==> src/rtl/mojo_audio_pkg.sv <==
// Shared audio definitions: default sample width, slot size and the
// receiver frame-alignment state type.
package mojo_audio_pkg;

    localparam int SAMPLE_W_DEF = 24;
    localparam int SLOT_MAX_DEF = 32;

    typedef enum logic [1:0] {
        IDLE  = 2'd0,
        LEFT  = 2'd1,
        RIGHT = 2'd2
    } i2s_rx_state_t;

endpackage

==> src/rtl/adc_sync2.sv <==
// Two-flop synchronizer for W asynchronous inputs. Bit 0 additionally gets
// a registered rising-edge pulse (one clk wide) taken from its synchronized copy.
module adc_sync2 #(
    parameter int W = 1
) (
    input  logic         clk,
    input  logic         rst_n,
    input  logic [W-1:0] d,
    output logic [W-1:0] q,
    output logic         rise
);

    logic [W-1:0] meta_r;
    logic [W-1:0] sync_r;
    logic         prev_r;
    logic         rise_r;

    // Metastability chain plus edge detector on bit 0.
    always_ff @(posedge clk) begin
        if (!rst_n) begin
            meta_r <= {W{1'b0}};
            sync_r <= {W{1'b0}};
            prev_r <= 1'b0;
            rise_r <= 1'b0;
        end else begin
            meta_r <= d;
            sync_r <= meta_r;
            prev_r <= sync_r[0];
            rise_r <= sync_r[0] & ~prev_r;
        end
    end

    assign q    = sync_r;
    assign rise = rise_r;

endmodule

==> src/rtl/i2s_adc_rx.sv <==
// I2S ADC receiver: oversamples BCK/LRCK/ADATA, deserializes MSB-first words
// into left-aligned SAMPLE_W samples and hands out L/R pairs on valid/ready.
// Optional macro I2S_RX_LEFT_JUSTIFIED_EN selects left-justified framing
// (MSB on the boundary BCK) instead of standard I2S (MSB one BCK later).
module i2s_adc_rx
    import mojo_audio_pkg::*;
#(
    parameter int SAMPLE_W = SAMPLE_W_DEF,
    parameter int SLOT_MAX = SLOT_MAX_DEF
) (
    input  logic                clk,
    input  logic                rst_n,
    input  logic                i_adc_adata,
    input  logic                i_adc_bck,
    input  logic                i_adc_lrck,
    output logic [SAMPLE_W-1:0] o_left,
    output logic [SAMPLE_W-1:0] o_right,
    output logic                o_valid,
    input  logic                i_ready,
    output logic                o_overrun,
    output logic                o_locked
);

    localparam int CNT_W = (SLOT_MAX > 1) ? $clog2(SLOT_MAX) : 1;
    localparam logic [CNT_W-1:0] CNT_SAT = CNT_W'(SLOT_MAX - 1);

    // Place one serial bit at its left-aligned position for bit index idx.
    function automatic logic [SAMPLE_W-1:0] place_bit(input logic b, input logic [CNT_W-1:0] idx);
        logic [SAMPLE_W-1:0] one_s;
        one_s = {{(SAMPLE_W-1){1'b0}}, b};
        return one_s << (SAMPLE_W - 1 - int'(idx));
    endfunction

    logic [2:0]          sync_q_s;
    logic                bck_rise_s;
    logic                lrck_s;
    logic                adata_s;
    logic                boundary_s;
    logic                in_window_s;
    logic                lr_prev_r;
    logic [CNT_W-1:0]    cnt_r;
    logic [CNT_W-1:0]    cnt_nxt_s;
    logic [SAMPLE_W-1:0] shreg_r;
    logic [SAMPLE_W-1:0] shreg_nxt_s;
    logic [SAMPLE_W-1:0] left_hold_r;
    i2s_rx_state_t       state_r;
    i2s_rx_state_t       state_nxt_s;
    logic                latch_left_s;
    logic                emit_s;
    logic [SAMPLE_W-1:0] left_r;
    logic [SAMPLE_W-1:0] right_r;
    logic                valid_r;
    logic                overrun_r;
    logic                locked_r;

    // BCK on bit 0 so its edge pulse is produced; LRCK/ADATA ride the same chain.
    adc_sync2 #(.W(3)) u_sync (
        .clk   (clk),
        .rst_n (rst_n),
        .d     ({i_adc_adata, i_adc_lrck, i_adc_bck}),
        .q     (sync_q_s),
        .rise  (bck_rise_s)
    );

    assign lrck_s      = sync_q_s[1];
    assign adata_s     = sync_q_s[2];
    assign boundary_s  = bck_rise_s && (lrck_s != lr_prev_r);
    assign in_window_s = (int'(cnt_r) < SAMPLE_W);

    // Bit counter and shift register update for the current BCK edge.
    always_comb begin
        cnt_nxt_s   = cnt_r;
        shreg_nxt_s = shreg_r;
        if (bck_rise_s) begin
            if (boundary_s) begin
`ifdef I2S_RX_LEFT_JUSTIFIED_EN
                shreg_nxt_s = place_bit(adata_s, {CNT_W{1'b0}});
                cnt_nxt_s   = CNT_W'(1);
`else
                shreg_nxt_s = {SAMPLE_W{1'b0}};
                cnt_nxt_s   = {CNT_W{1'b0}};
`endif
            end else begin
                if (in_window_s) begin
                    shreg_nxt_s = shreg_r | place_bit(adata_s, cnt_r);
                end else begin
                    shreg_nxt_s = shreg_r;
                end
                if (cnt_r != CNT_SAT) begin
                    cnt_nxt_s = cnt_r + CNT_W'(1);
                end else begin
                    cnt_nxt_s = cnt_r;
                end
            end
        end else begin
            cnt_nxt_s   = cnt_r;
            shreg_nxt_s = shreg_r;
        end
    end

    // Capture-side state: counter, shift register, last LRCK level, left hold.
    always_ff @(posedge clk) begin
        if (!rst_n) begin
            cnt_r       <= {CNT_W{1'b0}};
            shreg_r     <= {SAMPLE_W{1'b0}};
            lr_prev_r   <= 1'b0;
            left_hold_r <= {SAMPLE_W{1'b0}};
        end else begin
            cnt_r   <= cnt_nxt_s;
            shreg_r <= shreg_nxt_s;
            if (bck_rise_s) begin
                lr_prev_r <= lrck_s;
            end else begin
                lr_prev_r <= lr_prev_r;
            end
            if (latch_left_s) begin
                left_hold_r <= shreg_r;
            end else begin
                left_hold_r <= left_hold_r;
            end
        end
    end

    // Frame-alignment state register.
    always_ff @(posedge clk) begin
        if (!rst_n) begin
            state_r <= IDLE;
        end else begin
            state_r <= state_nxt_s;
        end
    end

    // Alignment next-state: lock on falling LRCK, latch left on rising, emit on falling.
    always_comb begin
        state_nxt_s  = state_r;
        latch_left_s = 1'b0;
        emit_s       = 1'b0;
        case (state_r)
            IDLE: begin
                if (boundary_s && !lrck_s) begin
                    state_nxt_s = LEFT;
                end else begin
                    state_nxt_s = IDLE;
                end
            end
            LEFT: begin
                if (boundary_s && lrck_s) begin
                    latch_left_s = 1'b1;
                    state_nxt_s  = RIGHT;
                end else begin
                    state_nxt_s = LEFT;
                end
            end
            RIGHT: begin
                if (boundary_s && !lrck_s) begin
                    emit_s      = 1'b1;
                    state_nxt_s = LEFT;
                end else begin
                    state_nxt_s = RIGHT;
                end
            end
            default: begin
                state_nxt_s = IDLE;
            end
        endcase
    end

    // Output pair register with drop-on-full overrun and lock indication.
    always_ff @(posedge clk) begin
        if (!rst_n) begin
            left_r    <= {SAMPLE_W{1'b0}};
            right_r   <= {SAMPLE_W{1'b0}};
            valid_r   <= 1'b0;
            overrun_r <= 1'b0;
            locked_r  <= 1'b0;
        end else begin
            if (emit_s) begin
                if (!valid_r || i_ready) begin
                    left_r  <= left_hold_r;
                    right_r <= shreg_r;
                    valid_r <= 1'b1;
                end else begin
                    overrun_r <= 1'b1;
                end
            end else if (i_ready) begin
                valid_r <= 1'b0;
            end else begin
                valid_r <= valid_r;
            end
            locked_r <= (state_nxt_s != IDLE);
        end
    end

    assign o_left    = left_r;
    assign o_right   = right_r;
    assign o_valid   = valid_r;
    assign o_overrun = overrun_r;
    assign o_locked  = locked_r;

endmodule
==> config.mk <==
export PLATFORM = sky130hd
export DESIGN_NAME = i2s_adc_rx
export DESIGN_NICKNAME = d
export VERILOG_FILES = /design/src/rtl/mojo_audio_pkg.sv /design/src/rtl/adc_sync2.sv /design/src/rtl/i2s_adc_rx.sv
export SDC_FILE = /design/constraint.sdc
export NUM_CORES = 1
export LEC_CHECK = 0
export BUFFER_PORTS_ARGS = -buffer_cell sky130_fd_sc_hd__buf_4
export CORE_ASPECT_RATIO = 0.6
export CORE_UTILIZATION = 55
export DETAILED_ROUTE_END_ITERATION = 10
export PLACE_DENSITY = 0.76
export REMOVE_ABC_BUFFERS = 1
export SYNTH_ARGS = -nofsm -noshare
export SYNTH_HDL_FRONTEND = slang
export SYNTH_SLANG_ARGS = --single-unit
==> constraint.sdc <==
create_clock -name clk -period 1.81 [get_ports clk]
set_clock_uncertainty 0.1 [all_clocks]
set_input_delay 0.362 -clock clk [delete_from_list [all_inputs] [get_ports clk]]
set_output_delay 0.362 -clock clk [all_outputs]
set_load 0.1 [all_outputs]
==> results by group, run 1 <==
Outcome
  – Status: finished clean

Cells and area
  – Nets: 550
  – Syn-to-layout area delta: 27.97%
  – Final instance area: 0.005782 mm^2
  – Antenna cells: 0
  – Most frequent cells in the layout: dfxtp_1, nand2_1, buf_4, mux2i_1, a21oi_1
  – Most common cell after layout, fill and taps aside: dfxtp_1
  – Share of cells above drive strength 1: between 20% and 30%

Clock network
  – CTS Sinks: 115
  – H-tree Lvls: 4
  – Clock Path Buffers: 2
  – Clk_lat worst skew: around 0.4 ns
  – Worst-path clk slew: 0.05 ns
  – TritonCTS Buffers: 17
  – Root buffer cell: clkbuf_16
  – CTS tree: done

Synthesis
  – Post-synth top area share: 50.96%
  – Ys async rst share: 0%
  – Synth Instances: between 400 and 500
  – Post-Syn Area: 0.004518 mm^2
  – Post-synth EDFFs: 0
  – Synth area leaders: dfxtp_1, mux2i_1, nand2_1, a21oi_1, a22o_1
  – #FFs+latches synth: approximately 120
  – Syn_area_per_cell: ~9.4 um^2
  – Synth warn: 0
  – Post-synth top flop: dfxtp_1
  – Register area share after synthesis: 50.96%
  – Cell taking the most area after synthesis: dfxtp_1
  – Netlist cell types: 44

STA
  – RSZ-0062 raised after global routing: yes
  – Fmax: 563.4 MHz
  – Hold Fails Final Rpt: 0
  – Final hold slack: 0.06381 ns
  – Tmin final: 1.775 ns
  – Worst slew pin tran: 0.6388 ns
  – Final setup fails: 0
  – Pins over their slew limit: 0
  – Total negative slack: 0 ns
  – Final Cycle Share: 98.07%
  – Headroom to the max-slew limit: 57.32%

Routing
  – Residual DRC count: 0
  – Drt total wl: 9711 um
  – Via density: 5.385
  – Vias: 3554
  – Drt initial violations: 266
  – Drt pass-1 iters: 5
  – Per-cell routed wire length: 14.71 um
  – Antenna Nets Post-Route: 0

Placement
  – Post-DP HPWL: 5864 um
  – Area post-placement: 0.005099 mm^2
  – IO Port Bufs: 56
  – Gpl congestion: 0.8076

Global route
  – First-pass GRT wire length: 15990 um
  – Pin count of the biggest net entering global routing: between 100 and 150
  – Initial antenna violation count: 0
  – GRT Total Usage: 24.13%
  – Vias in the first global route: 3378
  – GRT overflow: 0

Power and ir drop
  – Tot Pwr: 6.003 mW
  – Max IR drop VDD: 0.7831 mV
  – Static Leak: 2.166 nW
  – Power per cell area: between 1000 and 1500 mW/mm^2

Setup path
  – Worst Path Required: about 2 ns
  – CP endpoint kind: flop
  – Critical path data arrival time: 1.96 ns
  – Crit start category: flop
  – FF-to-FF setup slack: ~0.035 ns
  – CP max FO: 5
  – WS Path Type: reg -> reg

Die
  – Die ar.: 0.008593 mm^2
  – Initial core utilization: 57.09%
  – Row Count: 25
  – Die X: 119.0 um
  – Core Region: around 0.008 mm^2
  – IO Count: 57
  – Height of the die: 72.21 um

Run
  – Max Cap Viol: 0

Min path
  – Hold WC Path Type: in -> reg
==> layout make-up <==
| type | instances | area, um^2 |
|---|---|---|
| Fill cell | 600 | 2132 |
| Multi-Input combinational cell | 322 | 2051 |
| Inverter | 4 | 18.77 |
| Sequential cell | 115 | 2302 |
| Clock buffer | 23 | 508.0 |
| Timing Repair Buffer | 80 | 668.1 |
| Tap cell | 108 | 135.1 |
| Clock inverter | 8 | 98.84 |
==> registers in the layout, indices dropped and copies added (netlist names) <==
register and count:
left_hold_r 24, cnt_r 5, o_overrun 1, u_sync.meta_r 3, o_left 24, o_valid 1, u_sync.rise 1, u_sync.q 3
shreg_r 24, o_locked 1, state_r 2, o_right 24, lr_prev_r 1, u_sync.prev_r 1
==> cells in the mapped netlist (all sizes together) (2+ instances only) <==
master and n:
nand3b 2, and2 9, nand3 25, mux2i 49, nor2b 4, nor4b 4, o2bb2ai 8, nor2 3
o21ai 27, buf 15, ha 4, clkbuf 24, dfxtp 115, nor3b 5, xor2 2, a21oi 33
nand2 106, inv 4, a22o 16, a211oi 2, nor3 2, and3 2, nand4 5, o21a 3
==> stage by stage <==
| stage | util (%) | cells | setup WS, ns |
|---|---|---|---|
| after floorplan | - | 441 | -2.343 |
| after global placement | 64.43 | 627 | 0.01460 |
| after detailed placement | 64.43 | 627 | -0.02124 |
| after CTS | 72.30 | 658 | 0.07105 |
| after global routing | 73.06 | 660 | -0.01185 |
| final | 73.06 | 660 | 0.03497 |
==> worst max-delay path, stage by stage, from the launching register on <==
cell and delay (ns):
dfxtp_1 0.39, ha_1 0.24, and3_1 0.19, ha_1 0.23, a21oi_1 0.16, mux2_2 0.36
==> timing repair <==
item	4_1_cts	5_1_grt
setup buffers	0	1
pin swaps	0	1
cloned	0	1
hold buffers	0	0
endpoints found under the setup margin	11	21
resized for setup	2	3
==> kinds of logic (layout without fill, tap and decap cells) <==
family	count (synthesis)	count (layout)	share of synthesized area (%)
buffers and inverters	43	115	4.403
adders and majority gates	4	4	1.108
muxes	50	50	11.10
xor gates and xnor gates	3	3	0.7479
and+or+nand+nor	174	174	19.11
AOI/OAI and AO/OA	91	91	12.57
DFF	115	115	50.96
==> power breakdown <==
group          switching (mW)  internal [mW]  total, mW
clock network            1.11           2.23       3.34
logic                  0.0842         0.0353      0.120
registers             0.00418           2.54       2.55
==> routing by layer <==
metal	track usage, %	vias to the layer above	wire, um
met5	0	-	0
met1	30.41	1656	4746
met2	39.15	102	4347
met3	6.918	13	500
li1	-	1783	-
met4	10.41	0	117
==> worst paths after layout <==
kind / start / endpoint / cells past startpoint
max: cnt_r[1]$_SDFFE_PN0P_ / cnt_r[3]$_SDFFE_PN0P_ / 5
min: i_adc_lrck / u_sync.meta_r[1]$_SDFF_PN0_ / 2
max reg2reg: cnt_r[1]$_SDFFE_PN0P_ / cnt_r[3]$_SDFFE_PN0P_ / 5
min reg2reg: u_sync.prev_r$_SDFF_PN0_ / u_sync.rise$_SDFF_PN0_ / 1
(Power assumes the default switching activity.)
==> inputs of run 2 (changes only) <==
Settings changed: GPL_TIMING_DRIVEN from default to 0.
==> results by group, run 2 (synthesized netlist as in run 1, its figures left out) <==
Outcome
  – Status: finished clean

STA
  – Fmax: approximately 560 MHz
  – Final Cycle Share: 98.69%
  – Setup ws final: 0.02379 ns
  – Final setup fails: 0
  – Total negative slack: 0 ns
  – Headroom to the max-slew limit: 47.99%
  – Hold Fails Final Rpt: 0
  – Worst slew pin tran: 0.7793 ns
  – Tmin final: 1.786 ns
  – Pins over their slew limit: 0

Routing
  – Vias: 3698
  – Per-cell routed wire length: 16.52 um
  – Drt total wl: roughly 11000 um
  – Residual DRC count: 0
  – Drt initial violations: 313
  – Via density: 5.620
  – Antenna Nets Post-Route: 0
  – Drt pass-1 iters: 4

Global route
  – GRT Total Usage: approximately a quarter
  – Initial antenna violation count: 0
  – Vias in the first global route: 3537
  – Pin count of the biggest net entering global routing: 117
  – GRT overflow: 0
  – First-pass GRT wire length: ~17000 um

Clock network
  – Clk_lat worst skew: 0.41 ns
  – CTS Sinks: between 100 and 150
  – CTS tree: done
  – TritonCTS Buffers: 17
  – Clock Path Buffers: 2
  – Worst-path clk slew: 0.05 ns
  – H-tree Lvls: 4
  – Root buffer cell: clkbuf_16

Placement
  – Gpl congestion: 0.8048
  – Post-place setup slack: -1.638 ns
  – Post-DP HPWL: 5429 um
  – IO Port Bufs: 56

Power and ir drop
  – Clk pwr share: about three fifths
  – Max IR drop VDD: 0.7045 mV
  – P_int: 5.296 mW
  – Static Leak: 2.175 nW
  – Net Sw Power: 1.236 mW
  – Sequential power share: 39.1%
  – Comb pwr share: under 10%
  – Switching Fraction: 18.92%
  – Power per cell area: 1104 mW/mm^2

Cells and area
  – Nets: roughly 550
  – Share of cells above drive strength 1: between 20% and 30%
  – Antenna cells: 0
  – Syn-to-layout area delta: 30.91%
  – Most common cell after layout, fill and taps aside: dfxtp_1
  – Most frequent cells in the layout: dfxtp_1, nand2_1, buf_4, mux2i_1, a21oi_1

Die
  – IO Count: 57
  – Height of the die: 72.21 um
  – Die X: 119.0 um
  – Row Count: 25
  – Initial core utilization: 57.09%
  – Die ar.: approximately 0.0086 mm^2
  – Core Region: 0.007914 mm^2

Setup path
  – Crit start category: flop
  – Worst Path Required: 2.01 ns
  – WP buf/inv: 0
  – CP max-delay cell: dfxtp_4
  – Top Family by Delay on Critical Path: adder cells
  – Critical path data arrival time: around 2.0 ns
  – Worst path max stage delay: 0.39 ns
  – Crit-path most repeated cell: ha_1
  – CP max FO: 14
  – WS Path Type: reg -> reg
  – CP endpoint kind: flop
  – CP cell instances: ha_1 -> and3_1 -> ha_1 -> a21oi_2 -> mux2_2

Min path
  – Hold WC Path Type: in -> reg

Run
  – Max Cap Viol: 0
==> run 2: routing by layer <==
metal | global-route usage (%) | vias up | part of all wire [%] | wire (um)
met3 | 6.997 | 30 | 6.9 | 748
met1 | 32.90 | 1732 | 45 | 4896
met5 | 0 | - | 0 | 0
li1 | - | 1791 | - | -
met4 | 12.66 | 0 | 2.5 | 268
met2 | 42.25 | 145 | 46 | 4957
==> run 2: area by class of cell <==
type	count	area, um^2
tap	108	135.1
timing repair buffer	74	639.4
fill	534	1999
multi-input combinational	324	2112
clock buffer	23	488.0
clock inverter	9	197.7
sequential	115	2316
timing repair inverter	1	7.507
inverter	4	18.77
==> run 2: what timing repair did <==
action                     CTS  global route
gates resized for setup     14            12
hold buffers                 0             0
pin swaps                    3             1
gates cloned                 3             0
buffers inserted            14             1
setup endpoints to repair  106            68
==> run 2: path summary, 6_finish.rpt <==
kind	startpoint	to	slack, ns	cells after the start
max	cnt_r[0]$_SDFFE_PN0P_	cnt_r[3]$_SDFFE_PN0P_	0.02	5
min	i_adc_lrck	u_sync.meta_r[1]$_SDFF_PN0_	0.05	2
max reg2reg	cnt_r[0]$_SDFFE_PN0P_	cnt_r[3]$_SDFFE_PN0P_	0.02	5
min reg2reg	u_sync.prev_r$_SDFF_PN0_	u_sync.rise$_SDFF_PN0_	0.27	1
==> run 2: stage by stage <==
stage          power (mW)  utilization (%)  area, um^2  std cells  hold WS, ns
3_5_place_dp        2.697            62.91        4979        608       0.2777
4_1_cts             6.537            74.06        5861        657      0.04829
6_report            6.532            74.74        5914        658      0.05414
2_1_floorplan       2.640                -        4334        441       0.2674
5_1_grt             6.671            74.74        5914        658      0.05257
3_3_place_gp        2.694            61.79        4890        605       0.2721
==> run 2: worst reg2reg max path: stages, from the launching register on <==
cell	delay (ns)
dfxtp_4	0.39
ha_1	0.23
and3_1	0.19
ha_1	0.25
a21oi_2	0.17
mux2_2	0.35
==> run 2: power groups by stage <==
stage	clock network (mW)	registers [mW]	logic [mW]
6_report	3.86	2.55	0.118
3_5_place_dp	0	2.61	0.0900
3_3_place_gp	0	2.61	0.0874
4_1_cts	3.87	2.56	0.111
5_1_grt	3.99	2.55	0.125
2_1_floorplan	0	2.60	0.0357
==> inputs of run 3 (changes only) <==
Settings changed: PLACE_DENSITY 0.76 to 0.78.
Clock period 1.81 ns to 2 ns, I/O delays scaled along.
==> results by group, run 3 (synthesized netlist as in run 1, its figures left out) <==
Outcome
  – Status: finished clean

Global route
  – GRT overflow: 0
  – Vias in the first global route: 3478
  – First-pass GRT wire length: 16930 um
  – Initial antenna violation count: 0
  – GRT Total Usage: approximately a quarter
  – Pin count of the biggest net entering global routing: 117

STA
  – Pins over their slew limit: 0
  – Tmin final: 1.922 ns
  – Final setup fails: 0
  – Fmax: 520.3 MHz
  – Headroom to the max-slew limit: 44.03%
  – Final Cycle Share: 96.10%
  – Worst slew pin tran: 0.8387 ns
  – Final hold slack: 0.1040 ns
  – Hold Fails Final Rpt: 0

Power and ir drop
  – Clk pwr share: between 50 and 60%
  – Switching Fraction: 19.87%
  – Static Leak: about 2.1 nW
  – P_int: 4.192 mW
  – Sequential power share: 44.3%
  – Comb pwr share: 1.8%
  – Max IR drop VDD: ~0.67 mV
  – Power per cell area: 925.8 mW/mm^2
  – Tot Pwr: about 5.2 mW
  – Net Sw Power: 1.040 mW

Setup path
  – CP max FO: 14
  – Worst Path Required: 2.20 ns
  – CP endpoint kind: flop
  – CP cell instances: ha_1 -> and3_1 -> ha_1 -> nor2b_1 -> xor2_1 -> and2_1
  – Top Family by Delay on Critical Path: simple AND/OR/NAND/NOR gates
  – Critical path data arrival time: 2.12 ns
  – WP buf/inv: 0
  – CP max-delay cell: dfxtp_1
  – Crit-path most repeated cell: ha_1
  – Crit start category: flop
  – Worst path max stage delay: 0.46 ns
  – WS Path Type: reg -> reg

Routing
  – Via density: roughly 5.7
  – Drt initial violations: 400
  – Antenna Nets Post-Route: 0
  – Residual DRC count: 0
  – Per-cell routed wire length: 15.62 um
  – Drt pass-1 iters: 5
  – Drt total wl: between 10000 and 15000 um
  – Vias: 3697

Clock network
  – TritonCTS Buffers: 17
  – Clock Path Buffers: 2
  – H-tree Lvls: 4
  – Root buffer cell: clkbuf_16
  – CTS tree: done
  – Worst-path clk slew: 0.05 ns
  – Clk_lat worst skew: 0.40 ns
  – CTS Sinks: 115
  – Hold_buf cts: 0

Cells and area
  – Final instance area: 0.005650 mm^2
  – Nets: 541
  – Most common cell after layout, fill and taps aside: dfxtp_1
  – Non-filler cells, final: 652
  – Syn-to-layout area delta: 25.06%
  – Finished Core Util: ~71%
  – Most frequent cells in the layout: dfxtp_1, nand2_1, buf_4, mux2i_1, a21oi_1
  – Antenna cells: 0
  – Share of cells above drive strength 1: 20.40%

Die
  – Core Region: 0.007914 mm^2
  – Initial core utilization: 57.09%
  – Height of the die: around 72 um
  – Row Count: 25
  – Die X: 119.0 um
  – IO Count: 57
  – Die ar.: 0.008593 mm^2

Run
  – Max Cap Viol: 0

Placement
  – Area post-placement: 0.004966 mm^2
  – Placed insts: 608
  – Post-DP HPWL: 5729 um
  – IO Port Bufs: 56
  – Gpl congestion: ~0.81

Min path
  – Hold WC Path Type: in -> reg
run 3: per-layer routing:
layer  GRT usage (%)  up-vias  routed length [um]
li1                -     1777                   -
met1           33.57     1760                4746
met2           39.66      148                4558
met3           7.862       12                 779
met4           8.861        0                 101
met5               0        -                   0
run 3: power by group through the flow:
stage | combinational, mW | clock (mW) | sequential [mW]
global route | 0.104 | 2.97 | 2.31
finish | 0.0960 | 2.82 | 2.32
floorplan | 0.0323 | 0 | 2.36
CTS | 0.0944 | 2.85 | 2.31
detailed placement | 0.0808 | 0 | 2.36
global placement | 0.0788 | 0 | 2.36
run 3: area by class of cell:
cell class                 count  area, um^2
multi-input combinational    324        2058
tap                          108       135.1
sequential                   115        2307
clock buffer                  28       516.7
fill                         587        2263
clock inverter                 4       45.04
timing repair buffer          68       561.8
timing repair inverter         1       7.507
inverter                       4       18.77
run 3: per-stage QoR:
| step | setup TNS [ns] | worst slack (ns) |
|---|---|---|
| finish | 0 | 0.07809 |
| global route | -0.001048 | -0.001048 |
| CTS | 0 | 0.03237 |
| detailed placement | -68.41 | -1.440 |
| global placement | -204.48 | -3.312 |
| floorplan | -104.22 | -2.153 |
run 3: what timing repair did:
action / in CTS / in global routing
setup buffers: 5 / 4
resized for setup: 8 / 1
setup endpoints to repair: 105 / 32
cloned: 3 / 0
pin swaps: 2 / 2
run 3: worst paths after layout:
kind                                  from                           to  slack [ns]  depth (start not counted)
hold reg to reg   u_sync.prev_r$_SDFF_PN0_       u_sync.rise$_SDFF_PN0_        0.27                          1
setup / recovery     cnt_r[0]$_SDFFE_PN0P_        cnt_r[0]$_SDFFE_PN0P_        0.08                          6
hold / removal                  i_adc_lrck  u_sync.meta_r[1]$_SDFF_PN0_        0.10                          2
setup reg to reg     cnt_r[0]$_SDFFE_PN0P_        cnt_r[0]$_SDFFE_PN0P_        0.08                          6
